### config.mk
export PLATFORM = sky130hd
export DESIGN_NAME = vga_sync_receiver
export DESIGN_NICKNAME = d
export VERILOG_FILES = /design/src/rtl/vga_sync_receiver.sv
export SDC_FILE = /design/constraint.sdc
export NUM_CORES = 1
export LEC_CHECK = 0
export BUFFER_PORTS_ARGS = -buffer_cell sky130_fd_sc_hd__buf_2
export CORE_ASPECT_RATIO = 1.75
export CORE_MARGIN = 5
export CORE_UTILIZATION = 50
export CTS_CLUSTER_SIZE = 25
export DETAILED_ROUTE_END_ITERATION = 7
export PLACE_DENSITY = 0.73
export SYNTH_ARGS = -nofsm -noshare
export SYNTH_HDL_FRONTEND = slang
export SYNTH_SLANG_ARGS = --single-unit
### constraint.sdc
create_clock -name clk -period 4.4 [get_ports clk]
set_input_delay 0.88 -clock clk [delete_from_list [all_inputs] [get_ports clk]]
set_output_delay 0.88 -clock clk [all_outputs]
set_load 0.03 [all_outputs]
### src/rtl/vga_sync_receiver.sv
// vga_sync_receiver
//   Recovers VGA timing from free-running hsync/vsync and pixel data. The
//   block measures the sync widths, line length and frame height, locks once
//   a full frame of identical lines has been seen, and then emits visible
//   pixels with their coordinates. Lock is dropped on any deviation.
//
//   Optional feature: define VGA_SYNC_RECEIVER_ERR_EN to get a sticky err
//   flag set on every loss of lock and cleared by err_clr (set wins).
//   Without the macro err is tied 0 and err_clr is ignored.
//
// Ports
//   clk, rst                    pixel clock, asynchronous active-high reset
//   hsync, vsync                active-low sync inputs
//   red, green, blue            pixel data
//   err_clr                     clear for the sticky err flag
//   locked                      timing locked
//   pixel_valid                 pix_x/pix_y/rgb outputs carry a visible pixel
//   pix_x, pix_y                visible-pixel coordinates
//   red_o, green_o, blue_o      captured pixel data (0 outside the window)
//   frame_start                 one-clock pulse when line 0 is detected
//   h_total, v_total            clocks per line, lines per frame at lock
//   err                         sticky lock-loss flag
module vga_sync_receiver #(
  parameter int H_BACK    = 160,
  parameter int H_VISIBLE = 1024,
  parameter int V_BACK    = 29,
  parameter int V_VISIBLE = 768
) (
  input  logic        clk,
  input  logic        rst,
  input  logic        hsync,
  input  logic        vsync,
  input  logic [7:0]  red,
  input  logic [7:0]  green,
  input  logic [7:0]  blue,
  input  logic        err_clr,
  output logic        locked,
  output logic        pixel_valid,
  output logic [10:0] pix_x,
  output logic [10:0] pix_y,
  output logic [7:0]  red_o,
  output logic [7:0]  green_o,
  output logic [7:0]  blue_o,
  output logic        frame_start,
  output logic [11:0] h_total,
  output logic [11:0] v_total,
  output logic        err
);

  typedef enum logic [1:0] {SEARCH, MEASURE, LOCKED} state_t;

  localparam logic [11:0] CNT_MAX = 12'hFFF;
  localparam logic [13:0] H_BACK_W = 14'(H_BACK);
  localparam logic [13:0] H_VIS_W  = 14'(H_VISIBLE);
  localparam logic [13:0] V_BACK_W = 14'(V_BACK);
  localparam logic [13:0] V_VIS_W  = 14'(V_VISIBLE);

  state_t      state_q, state_d;

  logic        hs_s1_q, vs_s1_q, hs_prev_q, clr_s1_q;
  logic [7:0]  red_s1_q, green_s1_q, blue_s1_q;

  logic [11:0] hcnt_q, hcnt_d;
  logic [11:0] vcnt_q, vcnt_d;
  logic [11:0] hsw_q, vsw_q;
  logic        hs_in_q, v_in_q, vs_last_q;
  logic [11:0] ref_len_q, ref_len_d;
  logic        have_ref_q, have_ref_d;
  logic [11:0] h_total_q, h_total_d;
  logic [11:0] v_total_q, v_total_d;

  logic        locked_q, pixel_valid_q, frame_start_q;
  logic [10:0] pix_x_q, pix_y_q;
  logic [7:0]  red_q, green_q, blue_q;

  logic        hs_fall, vs_sample, line0, sat;
  logic [11:0] line_len;
  logic [13:0] h_lo, h_hi, v_lo, v_hi;
  logic        h_ok, v_ok, locked_d, vis;

  // ---- Stage S1: input registers ----
  always_ff @(posedge clk or posedge rst) begin
    if (rst) begin
      hs_s1_q   <= 1'b0;
      vs_s1_q   <= 1'b0;
      hs_prev_q <= 1'b0;
      clr_s1_q  <= 1'b0;
    end else begin
      hs_s1_q   <= hsync;
      vs_s1_q   <= vsync;
      hs_prev_q <= hs_s1_q;
      clr_s1_q  <= err_clr;
    end
  end

  always_ff @(posedge clk) begin
    red_s1_q   <= red;
    green_s1_q <= green;
    blue_s1_q  <= blue;
  end

  // hcnt_d / vcnt_d are the positions of the sample currently in S1.
  assign hs_fall   = hs_prev_q & ~hs_s1_q;
  assign hcnt_d    = hs_fall ? 12'd0 : ((hcnt_q == CNT_MAX) ? CNT_MAX : hcnt_q + 12'd1);
  assign sat       = (hcnt_d == CNT_MAX);
  assign line_len  = hcnt_q + 12'd1;
  // First hsync-high sample after a falling edge: hcnt equals hsw here.
  assign vs_sample = hs_in_q & hs_s1_q;
  assign line0     = vs_sample & ~vs_s1_q & vs_last_q;
  assign vcnt_d    = line0 ? 12'd0 :
                     (hs_fall ? ((vcnt_q == CNT_MAX) ? CNT_MAX : vcnt_q + 12'd1) : vcnt_q);

  always_ff @(posedge clk or posedge rst) begin
    if (rst) begin
      hcnt_q    <= '0;
      vcnt_q    <= '0;
      hsw_q     <= '0;
      vsw_q     <= '0;
      hs_in_q   <= 1'b0;
      v_in_q    <= 1'b0;
      vs_last_q <= 1'b0;
    end else begin
      hcnt_q <= hcnt_d;
      vcnt_q <= vcnt_d;
      if (hs_fall) begin
        hs_in_q <= 1'b1;
      end else if (vs_sample) begin
        hs_in_q   <= 1'b0;
        hsw_q     <= hcnt_d;
        vs_last_q <= vs_s1_q;
      end
      // vsw is the index of the first vsync-high line after line 0.
      if (line0) begin
        v_in_q <= 1'b1;
      end else if (vs_sample && vs_s1_q && v_in_q) begin
        v_in_q <= 1'b0;
        vsw_q  <= vcnt_d;
      end
    end
  end

  // ---- Lock state machine ----
  always_ff @(posedge clk or posedge rst) begin
    if (rst) begin
      state_q    <= SEARCH;
      ref_len_q  <= '0;
      have_ref_q <= 1'b0;
      h_total_q  <= '0;
      v_total_q  <= '0;
    end else begin
      state_q    <= state_d;
      ref_len_q  <= ref_len_d;
      have_ref_q <= have_ref_d;
      h_total_q  <= h_total_d;
      v_total_q  <= v_total_d;
    end
  end

  always_comb begin
    state_d    = state_q;
    ref_len_d  = ref_len_q;
    have_ref_d = have_ref_q;
    h_total_d  = h_total_q;
    v_total_d  = v_total_q;
    case (state_q)
      SEARCH: begin
        if (line0) begin
          state_d    = MEASURE;
          have_ref_d = 1'b0;
        end
      end
      MEASURE: begin
        if (sat) begin
          state_d = SEARCH;
        end else if (hs_fall) begin
          // The first edge after line 0 ends line 0: its length is the reference.
          if (!have_ref_q) begin
            ref_len_d  = line_len;
            have_ref_d = 1'b1;
          end else if (line_len != ref_len_q) begin
            state_d = SEARCH;
          end
        end else if (line0) begin
          if (have_ref_q) begin
            state_d   = LOCKED;
            h_total_d = ref_len_q;
            v_total_d = vcnt_q;
          end else begin
            state_d = SEARCH;
          end
        end
      end
      LOCKED: begin
        if (sat || (hs_fall && (line_len != h_total_q)) ||
            (line0 && (vcnt_q != v_total_q))) begin
          state_d = SEARCH;
        end
      end
      default: state_d = SEARCH;
    endcase
  end

  // Visibility uses the next state so pixel_valid falls with locked.
  assign locked_d = (state_d == LOCKED);
  assign h_lo     = {2'b00, hsw_q} + H_BACK_W;
  assign h_hi     = h_lo + H_VIS_W;
  assign v_lo     = {2'b00, vsw_q} + V_BACK_W;
  assign v_hi     = v_lo + V_VIS_W;
  assign h_ok     = ({2'b00, hcnt_d} >= h_lo) && ({2'b00, hcnt_d} < h_hi);
  assign v_ok     = ({2'b00, vcnt_d} >= v_lo) && ({2'b00, vcnt_d} < v_hi);
  assign vis      = locked_d && h_ok && v_ok;

  // ---- Stage S2: output registers ----
  always_ff @(posedge clk or posedge rst) begin
    if (rst) begin
      locked_q      <= 1'b0;
      pixel_valid_q <= 1'b0;
      frame_start_q <= 1'b0;
      pix_x_q       <= '0;
      pix_y_q       <= '0;
      red_q         <= '0;
      green_q       <= '0;
      blue_q        <= '0;
    end else begin
      locked_q      <= locked_d;
      pixel_valid_q <= vis;
      frame_start_q <= line0;
      if (vis) begin
        pix_x_q <= hcnt_d[10:0] - h_lo[10:0];
        pix_y_q <= vcnt_d[10:0] - v_lo[10:0];
        red_q   <= red_s1_q;
        green_q <= green_s1_q;
        blue_q  <= blue_s1_q;
      end else begin
        red_q   <= '0;
        green_q <= '0;
        blue_q  <= '0;
      end
    end
  end

  assign locked      = locked_q;
  assign pixel_valid = pixel_valid_q;
  assign frame_start = frame_start_q;
  assign pix_x       = pix_x_q;
  assign pix_y       = pix_y_q;
  assign red_o       = red_q;
  assign green_o     = green_q;
  assign blue_o      = blue_q;
  assign h_total     = h_total_q;
  assign v_total     = v_total_q;

`ifdef VGA_SYNC_RECEIVER_ERR_EN
  logic err_q;

  // Set on LOCKED->SEARCH; set takes priority over a simultaneous clear.
  always_ff @(posedge clk or posedge rst) begin
    if (rst) begin
      err_q <= 1'b0;
    end else if ((state_q == LOCKED) && (state_d == SEARCH)) begin
      err_q <= 1'b1;
    end else if (clr_s1_q) begin
      err_q <= 1'b0;
    end
  end

  assign err = err_q;
`else
  logic unused_clr;

  assign unused_clr = clr_s1_q;
  assign err        = 1'b0;
`endif

endmodule

# Word level (Yosys, flattened, before mapping)

Cells that the tools add are included.

Bits in registers: 166
Bits of input ports: 29
Output and inout bits: 74
Word-level logic and storage cells: 104

$add $sub $neg: 8
$lt $le $gt $ge: 4
Eq/ne operators: 12
Muxes and demuxes: 25
Bitwise logic cells: 10
Reductions and logical operators: 19

Operators with widths:

| operator               | count |
|---|---|
| $mux 12                | 5 |
| $eq 12x12->1 const B   | 3 |
| $ne 12x12->1           | 3 |
| $lt 12x14->1           | 2 |
| $ge 12x13->1           | 2 |
| $add 12x1->12 const B  | 2 |
| $mux 8                 | 3 |
| $sub 11x11->11         | 2 |
| $mux 2                 | 8 |
| $add 13x10->14 const B | 1 |
| $add 13x11->14 const B | 1 |
| $add 12x5->13 const B  | 1 |
| $add 12x8->13 const B  | 1 |
| $logic_and 1x1->1      | 8 |
| $reduce_and 4->1       | 2 |
| $mux 1                 | 7 |
| $ne 2x2->1 const B     | 3 |
| $not 1->1              | 6 |
| $pmux 2 s3             | 1 |
| $reduce_bool 2->1      | 3 |
| $reduce_and 5->1       | 1 |
| $and 1x1->1            | 4 |
| $eq 2x2->1 const B     | 2 |
| $reduce_and 2->1       | 2 |
| other kinds (4)        | 5 |

# Logic depth before layout (Yosys ltp)

Gate-level depths: netlist (run 1).

Depth in word-level cells: 12
Mapped depth: 18
Depth with buffers taken out: 16

# Worst setup path before layout (run 1)

Ideal clock, no wire load.

Path kind: reg2reg
Start point: register hs_s1_q
End point: register pix_x_q[10], in the netlist pix_x[10]
Library setup time: 0.128 ns
Arrival time: 3.906 ns
Required time: 4.272 ns
Setup slack: 0.367 ns
Stages on the path, launching flop included: 17
Buffers on the path: 2
Clock period less this slack: 4.033 ns
Path through: dfrtp_1 > nor2b_1 > clkbuf_1 > and3_1 > nor2b_1 > nand2_1 > a21oi_1 > ha_1 > a21o_1 > a221oi_1 > o21bai_1 > a21o_1 > a21oi_1 > o311ai_1 > nor4b_4 > buf_4 > mux2_1

Elaborated cells on any way between the ends: 29
Those cells by class: add/sub (1); order compare (4); eq/ne (2); mux (9); bitwise (5); reduce/logical (8)

RTL lines:

| item                                                | RTL line | text |
|---|---|---|
| from (decl)                                         | 60       | `logic hs_s1_q, vs_s1_q, hs_prev_q, clr_s1_q;` |
| from (signal assigned)                              | 89       | `hs_s1_q <= hsync;` |
| $and 1x1->1 / $not 1->1 (equally long branches)     | 108, 103 |  |
| $and 1x1->1 (on tied branches)                      | 109, 103 |  |
| $and 1x1->1 / $mux 12 (equally long branches)       | 109, 111 |  |
| $mux 12 (*)                                         | 110      | `assign vcnt_d = line0 ? 12'd0 :` |
| via vcnt_d[4]                                       | 64       | `logic [11:0] vcnt_q, vcnt_d;` |
| $lt 12x14->1 / $ge 12x13->1 (equally long branches) | 210      | `assign v_ok = ({2'b00, vcnt_d} >= v_lo) && ({2'b00, vcnt_d} < v_hi);` |
| $logic_and 1x1->1 (*)                               | 210      |  |
| $logic_and 1x1->1 (*)                               | 211      | `assign vis = locked_d && h_ok && v_ok;` |
| to (signal assigned)                                | 229      | `pix_x_q <= hcnt_d[10:0] - h_lo[10:0];` |
| to (decl)                                           | 73       | `logic [10:0] pix_x_q, pix_y_q;` |

The timed path passes the listed nets; every way through them passes the cells marked *.
A chain may end at the register's enable or synchronous reset.

# Worst setup path in the final report (run 1)

Start point: register hcnt_q[0]
End point: register pix_x_q[7], in the netlist pix_x[7]

Word-level cells in the longest chain between the ends: 11
Elaborated cells on any way between the ends: 23
Those cells by class: add/sub (2); order compare (2); eq/ne (5); mux (8); reduce/logical (6)

RTL lines:

| item                                                 | RTL line | text |
|---|---|---|
| from (decl)                                          | 63       | `logic [11:0] hcnt_q, hcnt_d;` |
| from (signal assigned)                               | 123      | `hcnt_q <= hcnt_d;` |
| $add 12x1->12 / $eq 12x12->1 (equally long branches) | 104      | `assign hcnt_d = hs_fall ? 12'd0 : ((hcnt_q == CNT_MAX) ? CNT_MAX : hcnt_q + 12'd1);` |
| $mux 12 (*) (2 in a row)                             | 104      |  |
| via hcnt_d[7]                                        | 63       |  |
| $eq 12x12->1                                         | 105      | `assign sat = (hcnt_d == CNT_MAX);` |
| $logic_or 1x1->1 (2 in a row)                        | 194      | `if (sat \|\| (hs_fall && (line_len != h_total_q)) \|\|` |
| $mux 2                                               | 194      |  |
| $pmux 2 s3                                           | 165      | `case (state_q)` |
| $eq 2x2->1                                           | 204      | `assign locked_d = (state_d == LOCKED);` |
| $logic_and 1x1->1 (2 in a row)                       | 211      |  |

Marked as above.

==> results of run 1 <==
metrics by stage:
stage	cells	total power [W]	setup TNS, ps	area [um^2]
after floorplan	748	0.00302	0	8190
after global placement	1044	0.00345	0	9060
after detailed placement	1044	0.00347	0	9060
after CTS	1076	0.00497	0	9650
after global routing	1078	0.00525	-18.0	9710
final	1078	0.00494	0	9710
cell families (layout without fill, tap and decap cells):
logic type | count (synthesis) | count (layout) | share of synthesized area (%)
DFF | 166 | 166 | 49.3
muxes | 58 | 58 | 7.87
adders and majority gates | 38 | 38 | 5.99
xor gates and xnor gates | 82 | 82 | 9.12
and+or+nand+nor | 209 | 209 | 13.9
other | 1 | 1 | 0.0458
AOI/OAI and AO/OA | 135 | 135 | 10.6
buffers and inverters | 59 | 197 | 3.16
worst max path at each step:
stage,from,end
floorplan,hs_s1_q,pix_x[10]
global placement,vcnt_q[0],pix_y[4]
detailed placement,vcnt_q[1],pix_y[8]
CTS,vcnt_q[1],pix_x[7]
global route,hcnt_q[0],pix_x[7]
finish,hcnt_q[0],pix_x[7]
registers in the layout, indices dropped and copies added, names as in the netlist, 11 cells and up:
signal and count:
h_total 12, hcnt_q 12, hsw_q 12, pix_x 11, pix_y 11, ref_len_q 12, v_total 12, vcnt_q 12
vsw_q 12
where the power goes:
group	total (W)	switching (W)	internal [W]
clock	0.00148	0.000638	0.000842
combinational	0.00156	0.000845	0.000715
sequential	0.00190	0.000201	0.00170
total	0.00494	0.00168	0.00326
cells in the mapped netlist, types with 2 or more instances:
cell and n:
mux2_2 34, ha_1 36, or4_1 2, nor4_1 8, mux2_1 17, a31oi_1 9, and2_1 29, nand2_1 33
o31ai_1 3, nor2_1 54, xor2_1 37, o211ai_1 2, mux2i_1 7, fa_1 2, o22ai_1 2, buf_2 6
o21ai_1 2, clkbuf_1 12, nor3b_1 2, nor2b_1 10, nand4_1 11, a221oi_1 3, nor3_2 2, dfrtp_1 142
and3_1 10, and4_1 5, buf_1 2, xnor2_1 42, nor3_1 8, a21oi_1 55, o21ai_0 21, o21a_1 3
o21bai_1 3, dfxtp_1 24, o2111ai_1 3, inv_1 32, nand4b_1 5, nand3_2 2, nand3_1 12, buf_4 6
a21o_1 10, nand2b_1 10
per-layer routing:
layer,share of wire [%],vias to the layer above
met2,59,118
met3,2.2,52
li1,-,2876
met4,5.2,0
met5,0,-
met1,34,2911
what timing repair did:
action	in CTS	in global routing
gates resized for setup	0	10
endpoints found under the setup margin	0	22
endpoints found under the hold margin	0	0
setup buffers	0	1
area by class of cell:
class / instances / area, um^2
Fill cell: 1377 / 6580
Sequential cell: 166 / 4030
Multi-Input combinational cell: 523 / 3930
Timing Repair Buffer: 133 / 782
Clock buffer: 21 / 504
Tap cell: 192 / 240
Inverter: 32 / 124
Clock inverter: 11 / 93.8
placed cells by master (no fill, tap or decap), types with 11 or more instances in the layout:
cell	netlist	layout
a21oi_1	55	53
mux2_1	17	17
clkbuf_16	0	21
dfrtp_1	142	142
xor2_1	37	37
buf_2	6	100
nand4_1	11	11
nand3_1	12	12
o21ai_0	21	20
dfxtp_1	24	24
nand2_1	33	31
inv_1	32	31
nor2_1	54	53
buf_4	6	30
mux2_2	34	34
ha_1	36	35
and2_1	29	29
xnor2_1	42	42
==> results.sh, run 1 <==
export IMPL_globalRouteMet3Util_pct=3.42
export IMPL_fin_crit_ps=4170
export IMPL_antenna_found_initial=0
export IMPL_synthArstFlopShare_pct=85.5
export IMPL_yosysTopAreaCellShare_pct=43.4
export IMPL_gp_congestion=0.866
export IMPL_yosysTopAreaCell="dfrtp_1"
export IMPL_core_rowCount=62
export IMPL_setup_ws_ps=227
export IMPL_critPathKind="flip-flop to flip-flop"
export IMPL_reg2regPathDepth=15
export IMPL_die_area_um2=19100
export IMPL_arrival_ps=4470
export IMPL_drive_gt1_share_pct=24.9
export IMPL_maxSlewViolCount=0
export IMPL_r2r_end="pix_x[7]"
export IMPL_ant_nets=0
export IMPL_drc_errors=0
export IMPL_die_h_um=179
export IMPL_antenna_cells=0
export IMPL_p_per_area_nw_per_um2=509
export IMPL_clock_sinks=166
export IMPL_synth_seq_cells=166
export IMPL_r2r_start="hcnt_q[0]"
export IMPL_dp_slack_ps=144
export IMPL_worstPathRequired_ps=4700
export IMPL_startpoint_type="flip-flop"
export IMPL_place_hpwl_um=14100
export IMPL_seq_area_frac_synth_pct=49.3
export IMPL_hold_buffers=0
export IMPL_ff2ff_setup_slack_ps=230
export IMPL_grt_max_degree=60
export IMPL_cp_slowest_cell="dfrtp_1"
export IMPL_yosys_warnings=0
export IMPL_leakage_nw=4.81
export IMPL_crit_path_cell_trace="buf_4, and4_2, and3_1, xnor2_1, and2_1, nor2_1, ha_1, a21o_1, o32a_1, o41a_1, a41oi_1, nor3_2, nor4b_4, clkbuf_16, mux2_1"
export IMPL_routedWlPerCell_um=17.4
export IMPL_fin_nets=940
export IMPL_die_w_um=107
export IMPL_viasPerCell=5.53
export IMPL_cp_depth=15
export IMPL_synth_edff_count=0
export IMPL_slowest_delay_ps=380
export IMPL_whs_ps=401
export IMPL_port_buffers=100
export IMPL_hp_class="primary input to async pin"
export IMPL_wl_um=18800
export IMPL_period_share_pct=94.9
export IMPL_top_usage_layer="met2"
export IMPL_max_freq_mhz=240
export IMPL_grt_pass1_vias=6147
export IMPL_start_util_pct=50.3
export IMPL_crit_path_max_fanout=24
export IMPL_critPathBufInv=2
export IMPL_worst_pin_slew_ps=895
export IMPL_syn_to_final_growth_pct=18.6
export IMPL_hold_viol_final=0
export IMPL_clockBufferDepth=2
export IMPL_grtUsageTotal_pct=20.7
export IMPL_ys_top_cells_by_area="dfrtp_1 (43%), dfxtp_1 (5.9%), ha_1 (5.5%), mux2_2 (4.7%), xnor2_1 (4.5%)"
export IMPL_cts_tree="built"
export IMPL_cp_top_family="simple AND/OR/NAND/NOR gates"
export IMPL_cts_buffers=17
export IMPL_netlist_instances=748
export IMPL_synth_ff_type="dfrtp_1"
export IMPL_endpoint_kind="flip-flop"
export IMPL_grtUsageMet1_pct=20.1
export IMPL_cts_max_level=4
export IMPL_synth_net_count=815
export IMPL_detail_route_first_pass_iterations=5
export IMPL_grt_overflow_total=0
export IMPL_relSlewSlack_pct=40.2
export IMPL_core_area_um2=16300
export IMPL_first_iter_violations=233
export IMPL_finClkSkew_ps=12.2
export IMPL_synth_area_um2=8190
export IMPL_avgSynthCellArea_um2=10.9
export IMPL_vias=5957
export IMPL_setup_viol_count_final=0
export IMPL_root_buffer="clkbuf_16"
export IMPL_status="finished, final reports clean"
export IMPL_clk_latency_ps=430
export IMPL_cts_clk_slew_worst_paths_ps=60
export IMPL_grt_pass1_wl_um=30800
export IMPL_grt_use_met2_pct=40.2
export IMPL_cap_violations=0
export IMPL_io_pins=103
export IMPL_yosysUniqueCellTypes=72
export IMPL_utilization_pct=59.6
export IMPL_peakVddDrop_mv=0.303
(Power assumes the default switching activity.)
==> run 2, diff against run 1 <==
Settings changed: PLACE_DENSITY 0.73 to 0.7.
Clock period 4.4 ns to 4.6 ns, I/O delays scaled along.
==> run 2 against run 1 <==
- global-route usage decreased by 0.38 points
- sequential cell count stayed put
- via count decreased by 1.8%
- total power shrank 4.3%
- non-clock buffer count shrank 7
- count of clock-buffer cells in the layout shrank 2
- sequential share of layout area is 0.31 points higher
- setup slack improved by 81 ps
- wire length fell by 2.1%
- final area decreased by 0.73%
- critical path type unchanged
- largest cell class unchanged
- highest routed layer unchanged
==> results.sh, run 2 (synthesis results as in run 1) <==
export IMPL_fillers=1413
export IMPL_endpoint_kind="flip-flop"
export IMPL_ctsResizeCount=0
export IMPL_viasPerCell=5.46
export IMPL_core_rowCount=62
export IMPL_grt_pass1_wl_um=30300
export IMPL_fin_nets=933
export IMPL_antenna_cells=0
export IMPL_io_pins=103
export IMPL_core_area_um2=16300
export IMPL_wl_um=18400
export IMPL_peakVddDrop_mv=0.363
export IMPL_cts_tree="built"
export IMPL_status="finished, final reports clean"
export IMPL_multi_input_area_um2=3920
export IMPL_crit_path_max_fanout=17
export IMPL_final_common_cell="dfrtp_1"
export IMPL_clock_sinks=166
export IMPL_grt_max_degree=100
export IMPL_rsz0062_at_grt="no"
export IMPL_hold_viol_final=0
export IMPL_die_h_um=179
export IMPL_ff2ff_setup_slack_ps=310
export IMPL_max_freq_mhz=233
export IMPL_root_buffer="clkbuf_16"
export IMPL_first_iter_violations=256
export IMPL_drc_errors=0
export IMPL_drive_gt1_share_pct=24.1
export IMPL_worstPathRequired_ps=4910
export IMPL_startpoint_type="flip-flop"
export IMPL_grt_overflow_total=0
export IMPL_p_per_area_nw_per_um2=491
export IMPL_top_layer_used="met4"
export IMPL_met3_length_um=499
export IMPL_routedWlPerCell_um=17.2
export IMPL_cts_buffers=17
export IMPL_arrival_ps=4600
export IMPL_gp_congestion=0.886
export IMPL_vias=5850
export IMPL_place_hpwl_um=13900
export IMPL_relSlewSlack_pct=36.6
export IMPL_design_area_um2=9640
export IMPL_grt_pass1_vias=6050
export IMPL_die_area_um2=19100
export IMPL_hp_class="flip-flop to flip-flop"
export IMPL_ff_latch_area_um2=4030
export IMPL_syn_to_final_growth_pct=17.7
export IMPL_cap_violations=0
export IMPL_worst_pin_slew_ps=948
export IMPL_wl_met1_um=6570
export IMPL_ant_nets=0
export IMPL_finClkSkew_ps=7.50
export IMPL_hold_buffers=0
export IMPL_wl_met2_um=10600
export IMPL_period_share_pct=93.3
export IMPL_finalSetupTns_ps=0
export IMPL_clk_latency_ps=430
export IMPL_antenna_found_initial=0
export IMPL_final_cell_mix="dfrtp_1 (142), buf_2 (100), nor2_1 (54)"
export IMPL_fin_crit_ps=4290
export IMPL_post_cts_buffers=0
export IMPL_setup_viol_count_final=0
export IMPL_placed_area_um2=9010
export IMPL_critPathKind="flip-flop to flip-flop"
export IMPL_cts_max_level=4
export IMPL_utilization_pct=59.1
export IMPL_detail_route_first_pass_iterations=4
export IMPL_cts_clk_slew_worst_paths_ps=70
export IMPL_start_util_pct=50.3
export IMPL_setup_ws_ps=307
export IMPL_port_buffers=100
export IMPL_grtUsageTotal_pct=20.3
export IMPL_die_w_um=107
export IMPL_maxSlewViolCount=0
export IMPL_leakage_nw=4.77
export IMPL_clockBufferDepth=2
export IMPL_dp_slack_ps=85.2
[run 2: cell types whose count changed in the layout (fill, tap and decap cells not counted), sizes merged]
cell,previous run,this run
clkbuf,22,19
clkinv,2,7
inv,40,36
bufinv,0,1
buf,132,126
[run 2: metal layers]
metal  vias up  GRT usage [%]
li1       2862              -
met1      2847           20.6
met2       108           39.0
met3        33           3.24
met4         0           10.7
met5         -              0
[run 2: report_power, final]
part	switching [W]	leakage [nW]	total (W)	internal (W)
combinational	0.000811	2.37	0.00148	0.000666
clock	0.000623	0.299	0.00143	0.000811
sequential	0.000189	2.11	0.00182	0.00163
total	0.00162	4.77	0.00473	0.00311
[run 2: layout make-up]
| type | instances | share of cell area [%] |
|---|---|---|
| multi-input combinational | 523 | 40.7 |
| inverter | 32 | 1.29 |
| sequential | 166 | 41.9 |
| clock buffer | 19 | 4.82 |
| tap | 192 | 2.49 |
| clock inverter | 13 | 1.44 |
| timing repair buffer | 126 | 7.43 |
[run 2: critical path: stages, from the launching register on]
cell and delay, ps:
dfrtp_1 410, nor2b_1 250, and3_1 260, nor2b_2 280, nand2_2 160, o21a_1 140, nor2_1 190, ha_1 330
a21o_1 200, a221oi_2 330, o21bai_1 110, a21o_1 240, a21oi_1 160, o311ai_1 160, nor4b_4 320, buf_4 280
mux2_1 340
[run 2: worst paths after layout]
path | start | endpoint | cells after the start
max in group asynchronous | rst | hcnt_q[5] | 3
hold / removal | red_s1_q[0] | red_o[0] | 1
hold reg to reg | red_s1_q[0] | red_o[0] | 1
setup reg to reg | hs_s1_q | pix_y[6] | 16
setup / recovery | hs_s1_q | pix_y[6] | 16
min in group asynchronous | rst | red_o[7] | 2
[run 2: metrics by stage]
| step | cells | total power, W | hold slack, ps |
|---|---|---|---|
| 2_1_floorplan | 748 | 0.00289 | 399 |
| 6_report | 1071 | 0.00473 | 432 |
| 4_1_cts | 1071 | 0.00477 | 435 |
| 3_5_place_dp | 1039 | 0.00330 | 421 |
| 3_3_place_gp | 1039 | 0.00328 | 413 |
| 5_1_grt | 1071 | 0.00501 | 449 |
